$ cat src/rtl/alu_mc.sv
`default_nettype none
// ============================================================================
// Module   : alu_mc
// Purpose  : Multi-cycle ALU with a valid/ready handshake on both sides.
//            Single-cycle ops: add, sub, or, and, slt (signed), xor.
//            Multiply: iterative shift-add, one multiplier bit per cycle,
//            WIDTH cycles from accept to result. Results are registered and
//            held stable until the consumer takes them.
// Revision : 1.0  initial release
// ----------------------------------------------------------------------------
// Parameters
//   WIDTH        operand / result width in bits (2..64)
//   MUL_EN       1 = multiply supported, 0 = opcode 100 is illegal
// Ports
//   clk_i        clock, rising edge
//   rst_n        asynchronous active-low reset
//   flush_i      synchronous abort of any in-flight or held operation
//   in_valid_i   request valid
//   in_ready_o   request can be accepted this cycle (combinational)
//   data1_i      operand A
//   data2_i      operand B
//   ALUCtr_i     opcode: 000 add, 001 sub, 010 or, 011 and, 100 mul,
//                        101 slt, 110 xor, 111 illegal
//   out_valid_o  result valid
//   out_ready_i  consumer takes the result
//   dataout_o    registered result
//   zero_o       registered, 1 when dataout_o == 0
//   err_o        registered, 1 when the opcode was illegal
// ============================================================================
module alu_mc #(
   parameter int WIDTH  = 32,
   parameter int MUL_EN = 1
) (
   input  logic             clk_i,
   input  logic             rst_n,
   input  logic             flush_i,
   input  logic             in_valid_i,
   output logic             in_ready_o,
   input  logic [WIDTH-1:0] data1_i,
   input  logic [WIDTH-1:0] data2_i,
   input  logic [2:0]       ALUCtr_i,
   output logic             out_valid_o,
   input  logic             out_ready_i,
   output logic [WIDTH-1:0] dataout_o,
   output logic             zero_o,
   output logic             err_o
);

   // ------------------------------------------------------------------------
   // Constants
   // ------------------------------------------------------------------------
   localparam int             c_cnt_w     = $clog2(WIDTH);
   // Counter stops at WIDTH-1, so it never wraps inside one multiply.
   localparam logic [c_cnt_w-1:0] c_last_step = c_cnt_w'(WIDTH - 1);
   localparam logic           c_mul_en    = (MUL_EN != 0);

   localparam logic [2:0]     c_op_add    = 3'b000;
   localparam logic [2:0]     c_op_sub    = 3'b001;
   localparam logic [2:0]     c_op_or     = 3'b010;
   localparam logic [2:0]     c_op_and    = 3'b011;
   localparam logic [2:0]     c_op_mul    = 3'b100;
   localparam logic [2:0]     c_op_slt    = 3'b101;
   localparam logic [2:0]     c_op_xor    = 3'b110;
   localparam logic [2:0]     c_op_ill    = 3'b111;

   // ------------------------------------------------------------------------
   // State machine encoding
   // ------------------------------------------------------------------------
   typedef enum logic [1:0] {
      IDLE = 2'd0,
      MUL  = 2'd1,
      DONE = 2'd2
   } state_t;

   state_t               r_state;
   state_t               w_state_next;

   // ------------------------------------------------------------------------
   // Registers and wires
   // ------------------------------------------------------------------------
   logic [WIDTH-1:0]     r_dataout;
   logic                 r_zero;
   logic                 r_err;
   logic [WIDTH-1:0]     r_mcand;      // multiplicand, shifts left each step
   logic [WIDTH-1:0]     r_mplier;     // multiplier, shifts right each step
   logic [WIDTH-1:0]     r_acc;        // partial product (low WIDTH bits)
   logic [c_cnt_w-1:0]   r_cnt;        // multiply step counter

   logic                 w_in_ready;
   logic                 w_accept;
   logic                 w_is_mul;
   logic                 w_illegal;
   logic                 w_slt;
   logic                 w_last_step;
   logic [WIDTH-1:0]     w_alu_res;
   logic [WIDTH-1:0]     w_acc_next;

   // ------------------------------------------------------------------------
   // Opcode decode
   // ------------------------------------------------------------------------
   assign w_is_mul    = (ALUCtr_i == c_op_mul) && c_mul_en;
   assign w_illegal   = (ALUCtr_i == c_op_ill) ||
                        ((ALUCtr_i == c_op_mul) && !c_mul_en);
   assign w_slt       = ($signed(data1_i) < $signed(data2_i));

   // Single-cycle result. Multiply and illegal opcodes fall to the default,
   // which gives the all-zero result required for illegal operations.
   always_comb begin
      w_alu_res = '0;
      case (ALUCtr_i)
         c_op_add: w_alu_res = data1_i + data2_i;
         c_op_sub: w_alu_res = data1_i - data2_i;
         c_op_or:  w_alu_res = data1_i | data2_i;
         c_op_and: w_alu_res = data1_i & data2_i;
         c_op_slt: w_alu_res = {{(WIDTH-1){1'b0}}, w_slt};
         c_op_xor: w_alu_res = data1_i ^ data2_i;
         default:  w_alu_res = '0;
      endcase
   end

   // One shift-add step: add the shifted multiplicand when the current
   // multiplier LSB is set. Carries above WIDTH are discarded, which yields
   // exactly the low WIDTH bits of the unsigned product.
   assign w_acc_next  = r_mplier[0] ? (r_acc + r_mcand) : r_acc;
   assign w_last_step = (r_cnt == c_last_step);

   // ------------------------------------------------------------------------
   // FSM: state register
   // ------------------------------------------------------------------------
   always_ff @(posedge clk_i or negedge rst_n) begin
      if (!rst_n) begin
         r_state <= IDLE;
      end else begin
         r_state <= w_state_next;
      end
   end

   // ------------------------------------------------------------------------
   // FSM: next state and handshake
   // ------------------------------------------------------------------------
   always_comb begin
      w_state_next = r_state;
      w_in_ready   = 1'b0;

      // A held result frees the block in the same cycle it is consumed,
      // which allows back-to-back operations without a bubble.
      case (r_state)
         IDLE:    w_in_ready = 1'b1;
         DONE:    w_in_ready = out_ready_i;
         default: w_in_ready = 1'b0;
      endcase
      if (flush_i) begin
         w_in_ready = 1'b0;
      end

      w_accept = in_valid_i && w_in_ready;

      if (flush_i) begin
         w_state_next = IDLE;
      end else begin
         case (r_state)
            IDLE: begin
               if (w_accept) begin
                  w_state_next = w_is_mul ? MUL : DONE;
               end
            end
            MUL: begin
               if (w_last_step) begin
                  w_state_next = DONE;
               end
            end
            DONE: begin
               if (w_accept) begin
                  w_state_next = w_is_mul ? MUL : DONE;
               end else if (out_ready_i) begin
                  w_state_next = IDLE;
               end
            end
            default: w_state_next = IDLE;
         endcase
      end
   end

   // ------------------------------------------------------------------------
   // Datapath: operand capture, multiply iteration and result registers.
   // Result registers only change on a single-cycle accept or on the final
   // multiply step, so they stay stable while a result is being held.
   // ------------------------------------------------------------------------
   always_ff @(posedge clk_i or negedge rst_n) begin
      if (!rst_n) begin
         r_dataout <= '0;
         r_zero    <= 1'b0;
         r_err     <= 1'b0;
         r_mcand   <= '0;
         r_mplier  <= '0;
         r_acc     <= '0;
         r_cnt     <= '0;
      end else if (flush_i) begin
         // Abandon any multiply; the last presented result stays visible
         // on the data outputs but is no longer flagged valid.
         r_mcand   <= '0;
         r_mplier  <= '0;
         r_acc     <= '0;
         r_cnt     <= '0;
      end else if (w_accept) begin
         if (w_is_mul) begin
            r_mcand  <= data1_i;
            r_mplier <= data2_i;
            r_acc    <= '0;
            r_cnt    <= '0;
         end else begin
            r_dataout <= w_alu_res;
            r_zero    <= (w_alu_res == '0);
            r_err     <= w_illegal;
         end
      end else if (r_state == MUL) begin
         r_acc    <= w_acc_next;
         r_mcand  <= {r_mcand[WIDTH-2:0], 1'b0};
         r_mplier <= {1'b0, r_mplier[WIDTH-1:1]};
         if (w_last_step) begin
            r_dataout <= w_acc_next;
            r_zero    <= (w_acc_next == '0);
            r_err     <= 1'b0;
            r_cnt     <= '0;
         end else begin
            r_cnt     <= r_cnt + c_cnt_w'(1);
         end
      end
   end

   // ------------------------------------------------------------------------
   // Outputs
   // ------------------------------------------------------------------------
   assign in_ready_o  = w_in_ready;
   assign out_valid_o = (r_state == DONE);
   assign dataout_o   = r_dataout;
   assign zero_o      = r_zero;
   assign err_o       = r_err;

endmodule
`default_nettype wire

$ cat config.mk
export PLATFORM = sky130hd
export DESIGN_NAME = alu_mc
export DESIGN_NICKNAME = d
export VERILOG_FILES = /design/src/rtl/alu_mc.sv
export SDC_FILE = /design/constraint.sdc
export NUM_CORES = 1
export LEC_CHECK = 0
export CAP_MARGIN = 10
export CORE_ASPECT_RATIO = 0.75
export CORE_MARGIN = 3
export CORE_UTILIZATION = 25
export CTS_BUF_LIST = sky130_fd_sc_hd__clkbuf_4 sky130_fd_sc_hd__clkbuf_8 sky130_fd_sc_hd__clkbuf_16
export DETAILED_ROUTE_END_ITERATION = 7
export HOLD_SLACK_MARGIN = 0.05
export SYNTH_ARGS = -nofsm -noshare
export SYNTH_HDL_FRONTEND = slang
export SYNTH_SLANG_ARGS = --single-unit
$ cat constraint.sdc
create_clock -name clk_i -period 6.6 [get_ports clk_i]
set_clock_uncertainty 0.1 [all_clocks]
set_input_delay 1.32 -clock clk_i [delete_from_list [all_inputs] [get_ports clk_i]]
set_output_delay 1.32 -clock clk_i [all_outputs]
set_load 0.01 [all_outputs]
==> results of run 1 <==
[final cells by class]
cell class	count	area share, %
Multi-Input combinational cell	1488	60.1
Sequential cell	137	20.7
Timing Repair Buffer	137	7.85
Tap cell	731	5.52
Clock buffer	18	2.65
Inverter	101	2.29
Clock inverter	14	0.899
[critical path, cell delays in order]
cell             delay [ns]
clkdlybuf4s50_1        0.57
inv_1                  0.07
ha_1                   0.42
nand2b_4               0.19
a2111o_1               0.56
a31o_1                 0.26
a221o_1                0.35
nor4_2                 0.28
nand3_1                0.19
or4_1                  0.49
or4_1                  0.46
nor4_2                 0.27
nand4_1                0.14
o31ai_2                0.25
[cells in the final DEF, fill, tap and decap left out, drive strengths merged, types with 14 or more instances in the layout]
cell           netlist  layout
clkbuf             111      18
nand4               25      25
a21o                35      35
or3                 14      14
clkdlybuf4s50        0     104
ha                 136     136
inv                100     102
nor2               113     113
dfrtp              137     137
a21oi              181     181
a211oi              28      28
a31oi               18      18
buf                 14      33
nor4                23      23
nand3               39      39
o21ai              145     145
xnor2               21      21
o21a                19      19
nor3                24      24
a22o                18      18
o31ai               91      91
o211ai              21      21
nand2              222     222
mux2i               80      80
nor2b               25      25
nand2b              20      20
[layer usage]
metal	track usage (%)	wire length, um
met1	28.6	28300
met2	27.8	24100
met3	3.78	4660
met4	4.60	1280
met5	0	20
[flip-flops by register name, summed over array words and instances, names as in the netlist]
name	cells
dataout_o	32
r_mplier	32
r_mcand	32
r_cnt	5
r_state	2
zero_o	1
err_o	1
r_acc	32
[path summary, 6_finish.rpt]
check	end	from
worst max-delay path	zero_o$_DFFE_PN0P_	data1_i[2]
worst min-delay path	r_mplier[1]$_DFFE_PN0P_	r_mplier[1]$_DFFE_PN0P_
worst max register to register	zero_o$_DFFE_PN0P_	r_mplier[0]$_DFFE_PN0P_
worst min register to register	r_mplier[1]$_DFFE_PN0P_	r_mplier[1]$_DFFE_PN0P_
max in group asynchronous	r_acc[13]$_DFFE_PN0P_	rst_n
min in group asynchronous	r_mcand[28]$_DFFE_PN0P_	rst_n
[logic make-up (layout without fill, tap and decap cells)]
kind of cell | after synthesis | in the layout | synth area share (%)
compound gates | 668 | 668 | 30.4
xor+xnor | 28 | 28 | 1.72
fa+ha+maj | 139 | 139 | 12.4
buf+inv | 226 | 270 | 6.07
flops | 137 | 137 | 24.1
mux | 88 | 88 | 6.27
simple gates | 565 | 565 | 19.0
[through the flow]
step                      utilization, %  cells
final                               29.5   2626
after floorplan                        -   1851
after global routing                29.5   2626
after CTS                           29.5   2626
after detailed placement            28.5   2594
after global placement              28.5   2594
[power groups by stage]
stage                     Sequential, mW  Combinational (mW)  Clock, mW
final                              0.986                1.09       1.01
after global routing               0.996                1.19       1.05
after CTS                          0.985                1.08       1.03
after detailed placement           0.999                1.08          0
after global placement             0.996                1.07          0
after floorplan                    0.991               0.642          0
==> impl_metrics.json, run 1 <==
{
  "outcome": "finished clean",
  "intPower_mw": 1.89,
  "yosysMostFrequentCell": "nand2_1",
  "dieArea_um2": 59800,
  "syn-instance-count": 1851,
  "r2r_slack_ns": 1.70,
  "yosysWarnings": 0,
  "start_kind": "input port",
  "cp_max_fo": 10,
  "seqCellArea_um2": 3430,
  "async_flop_share_pct": 100,
  "yosys.area.top_type_share_pct": 24.1,
  "cts_root_buf": "clkbuf_16",
  "cts_max_path_buffers": 2,
  "dpl.hpwl_mm": 44.8,
  "cts_tree": "built",
  "yosysUniqueCellTypes": 81,
  "ant_nets": 0,
  "switchingPower_mw": 1.20,
  "netlist_top_cells_count": "nand2_1 (222), a21oi_1 (181), o21ai_0 (143)",
  "numCtsBuffers": 17,
  "drive_above_1_share_pct": 5.07,
  "grt_pass1_wl_mm": 87.4,
  "cts_sinks": 137,
  "drt-pass1-iter-count": 5,
  "power_leakage_nw": 6.98,
  "required_ns": 6.86,
  "rr_worst_depth": 12,
  "final_hold_viol_count": 0,
  "io_buffers": 107,
  "fill_cells": 6038,
  "cts_hold_buf": 0,
  "synthFlopType": "dfrtp_1",
  "multi_input_area_um2": 9950,
  "path_clk_slew_ns": 0.07,
  "synthTopCellsByArea": "dfrtp_1 (24%), ha_1 (12%), a21oi_1 (6.4%)",
  "initial_core_util_pct": 25.3,
  "slew_headroom_pct": 27.3,
  "fin_crit_sh_pct": 84.6,
  "grt_max_degree": 101,
  "die_h_um": 213,
  "num_rows": 75,
  "clock_latency_ns": 0.46,
  "hold_ws_ns": 0.377,
  "core_um2": 56100,
  "syn_area_um2": 14200,
  "tightest_slew_ns": 1.09,
  "netlist.top_cell.by_area": "dfrtp_1",
  "grt_pass1_vias": 13743,
  "drc_errors": 0,
  "n_antenna_cell": 0,
  "fin_tns_setup_ns": 0,
  "pwr-share-comb_pct": 35.4,
  "wire_per_inst_um": 22.2,
  "ios": 108,
  "criticalPathCategory": "input port to register",
  "gp_congestion": 0.936,
  "dp_slack_ns": 0.626,
  "grt_usage_pct": 19.1,
  "drt-total-wl_mm": 58.3,
  "max_freq_mhz": 179,
  "drt-vias-per-instance": 5.63,
  "dr_total_vias": 14789,
  "power_mw": 3.09,
  "synth_edf_count": 0,
  "setup_violations": 0,
  "period_minus_slack_ns": 5.59,
  "peakVddDrop_v": 0.000178,
  "fin_ws_ns": 1.01,
  "sequentialPowerShare_pct": 31.9,
  "finalMaxSlewViolations": 0,
  "swShare_pct": 38.9,
  "drv_cap": 0,
  "htree_levels": 4,
  "area_growth_pct": 16.4,
  "p_per_area_nw_per_um2": 187,
  "fin_area_um2": 16600,
  "holdCritPathClass": "register to register",
  "min_path_cells": 2,
  "drt-initial-drc-count": 1661,
  "pwr-share-clk_pct": 32.7,
  "cts_resized": 0,
  "post_cts_buffers": 0,
  "arrival_ns": 5.85,
  "finalNetCount": 2093,
  "syn_area_per_cell_um2": 7.68,
  "synth-seq-cells": 137,
  "synth_nets": 2062,
  "cp-end-kind": "register",
  "grt_overflow": 0,
  "die_w_um": 281,
  "ys_seq_area_share_pct": 24.1,
  "rsz0062_at_grt": "no",
  "dpl_cell_area_um2": 16000,
  "antenna_found_initial": 2
}
(Power assumes the default switching activity.)
==> run 2: changes to the inputs <==
clock period = 4.8 ns   (was 6.6 ns; I/O delays follow)
==> impl_metrics.json, run 2 (synthesized netlist as in run 1, its figures left out) <==
{
  "peakVddDrop_v": 0.000261,
  "finalNetCount": 2350,
  "numCtsBuffers": 17,
  "drc_errors": 0,
  "cts_root_buf": "clkbuf_16",
  "drt-total-wl_mm": 60.4,
  "htree_levels": 4,
  "initial_core_util_pct": 25.3,
  "hold_ws_ns": 0.374,
  "grt_max_degree": 148,
  "drt-pass1-iter-count": 7,
  "cts_hold_buf": 0,
  "grt_pass1_vias": 14834,
  "max_freq_mhz": 213,
  "num_rows": 75,
  "criticalPathCategory": "input port to register",
  "power_leakage_nw": 8.29,
  "drive_above_1_share_pct": 17.4,
  "grt_usage_pct": 19.9,
  "antenna_found_initial": 2,
  "p_per_area_nw_per_um2": 244,
  "area_growth_pct": 31.4,
  "fin_crit_sh_pct": 97.8,
  "dieArea_um2": 59800,
  "start_kind": "input port",
  "cp_max_fo": 5,
  "power_mw": 4.56,
  "die_h_um": 213,
  "dpl.hpwl_mm": 47.4,
  "grt_overflow": 0,
  "drt-vias-per-instance": 5.35,
  "dr_total_vias": 15438,
  "slew_headroom_pct": 32.1,
  "ios": 108,
  "cts_max_path_buffers": 2,
  "gp_congestion": 0.940,
  "required_ns": 5.06,
  "grt_pass1_wl_mm": 91.2,
  "setup_violations": 0,
  "io_buffers": 107,
  "core_um2": 56100,
  "path_clk_slew_ns": 0.07,
  "arrival_ns": 4.96,
  "clock_latency_ns": 0.46,
  "ant_nets": 0,
  "rsz0062_at_grt": "yes",
  "tightest_slew_ns": 1.02,
  "cts_tree": "built",
  "period_minus_slack_ns": 4.70,
  "outcome": "finished clean",
  "cts_sinks": 137,
  "final_hold_viol_count": 0,
  "holdCritPathClass": "register to register",
  "cp-end-kind": "register",
  "drv_cap": 0,
  "mostFrequentLayoutCell": "buf_4",
  "fill_cells": 5988,
  "layout_common_cells": "buf_4 (280), nand2_1 (222), a21oi_1 (181)",
  "drt-initial-drc-count": 1664,
  "die_w_um": 281,
  "finalMaxSlewViolations": 0,
  "wire_per_inst_um": 20.9
}
## run 2: final cells by class
| cell class | instances | area (um^2) | area share, % |
|---|---|---|---|
| multi-input combinational | 1488 | 10100 | 53.9 |
| tap | 731 | 915 | 4.89 |
| sequential | 137 | 3430 | 18.3 |
| clock buffer | 18 | 433 | 2.32 |
| antenna | 1 | 2.50 | 0.0134 |
| clock inverter | 14 | 163 | 0.870 |
| timing repair buffer | 394 | 3300 | 17.7 |
| inverter | 101 | 379 | 2.03 |
## run 2: power by group
part | leakage [nW] | switching (mW) | internal, mW
Combinational | 6.13 | 1.02 | 0.771
Sequential | 1.87 | 0.0919 | 1.26
Clock | 0.286 | 0.636 | 0.786
Total | 8.29 | 1.74 | 2.82
## run 2: path summary, 6_finish.rpt
kind,from,to,slack (ns),cells past startpoint
max,data2_i[8],zero_o$_DFFE_PN0P_,0.10,16
min,dataout_o[14]$_DFFE_PN0P_,dataout_o[14]$_DFFE_PN0P_,0.37,2
max reg2reg,r_mcand[4]$_DFFE_PN0P_,zero_o$_DFFE_PN0P_,0.51,13
min reg2reg,dataout_o[14]$_DFFE_PN0P_,dataout_o[14]$_DFFE_PN0P_,0.37,2
max in group asynchronous,rst_n,r_mplier[17]$_DFFE_PN0P_,3.16,2
min in group asynchronous,rst_n,r_mcand[28]$_DFFE_PN0P_,0.45,1
## run 2: per-layer routing
metal  GRT usage, %  vias up  part of all wire [%]
met3           4.57       69                   7.2
met4           4.41        0                   1.9
met2           29.7      561                    42
met1           29.1     7434                    49
met5              0        -                     0
li1               -     7374                     -
## run 2: repair_timing
item | 4_1_cts | 5_1_grt
buffers inserted | 4 | 0
gates resized for setup | 14 | 15
endpoints found under the setup margin | 1 | 5
pin swaps | 10 | 4
## run 2: critical path, stage by stage
cell	delay [ns]
clkdlybuf4s50_1	0.56
inv_1	0.08
ha_1	0.35
buf_4	0.17
inv_1	0.06
a21oi_1	0.28
a21oi_1	0.17
nor3_1	0.30
buf_4	0.18
or4_1	0.09
o211ai_1	0.12
or4_4	0.53
or4_4	0.53
nor4_4	0.22
nand4_1	0.15
o31ai_2	0.19
## run 2: metrics by stage
step,utilization [%],worst slack [ns],instances,TNS [ns],area [um^2]
final,33.3,0.104,2884,0,18700
after floorplan,-,0.366,1851,0,14200
after CTS,33.2,0.0573,2883,0,18600
after global routing,33.3,-0.0843,2883,-0.0843,18700
after detailed placement,32.0,-0.597,2847,-2.30,17900
after global placement,32.0,-0.527,2847,-1.65,17900
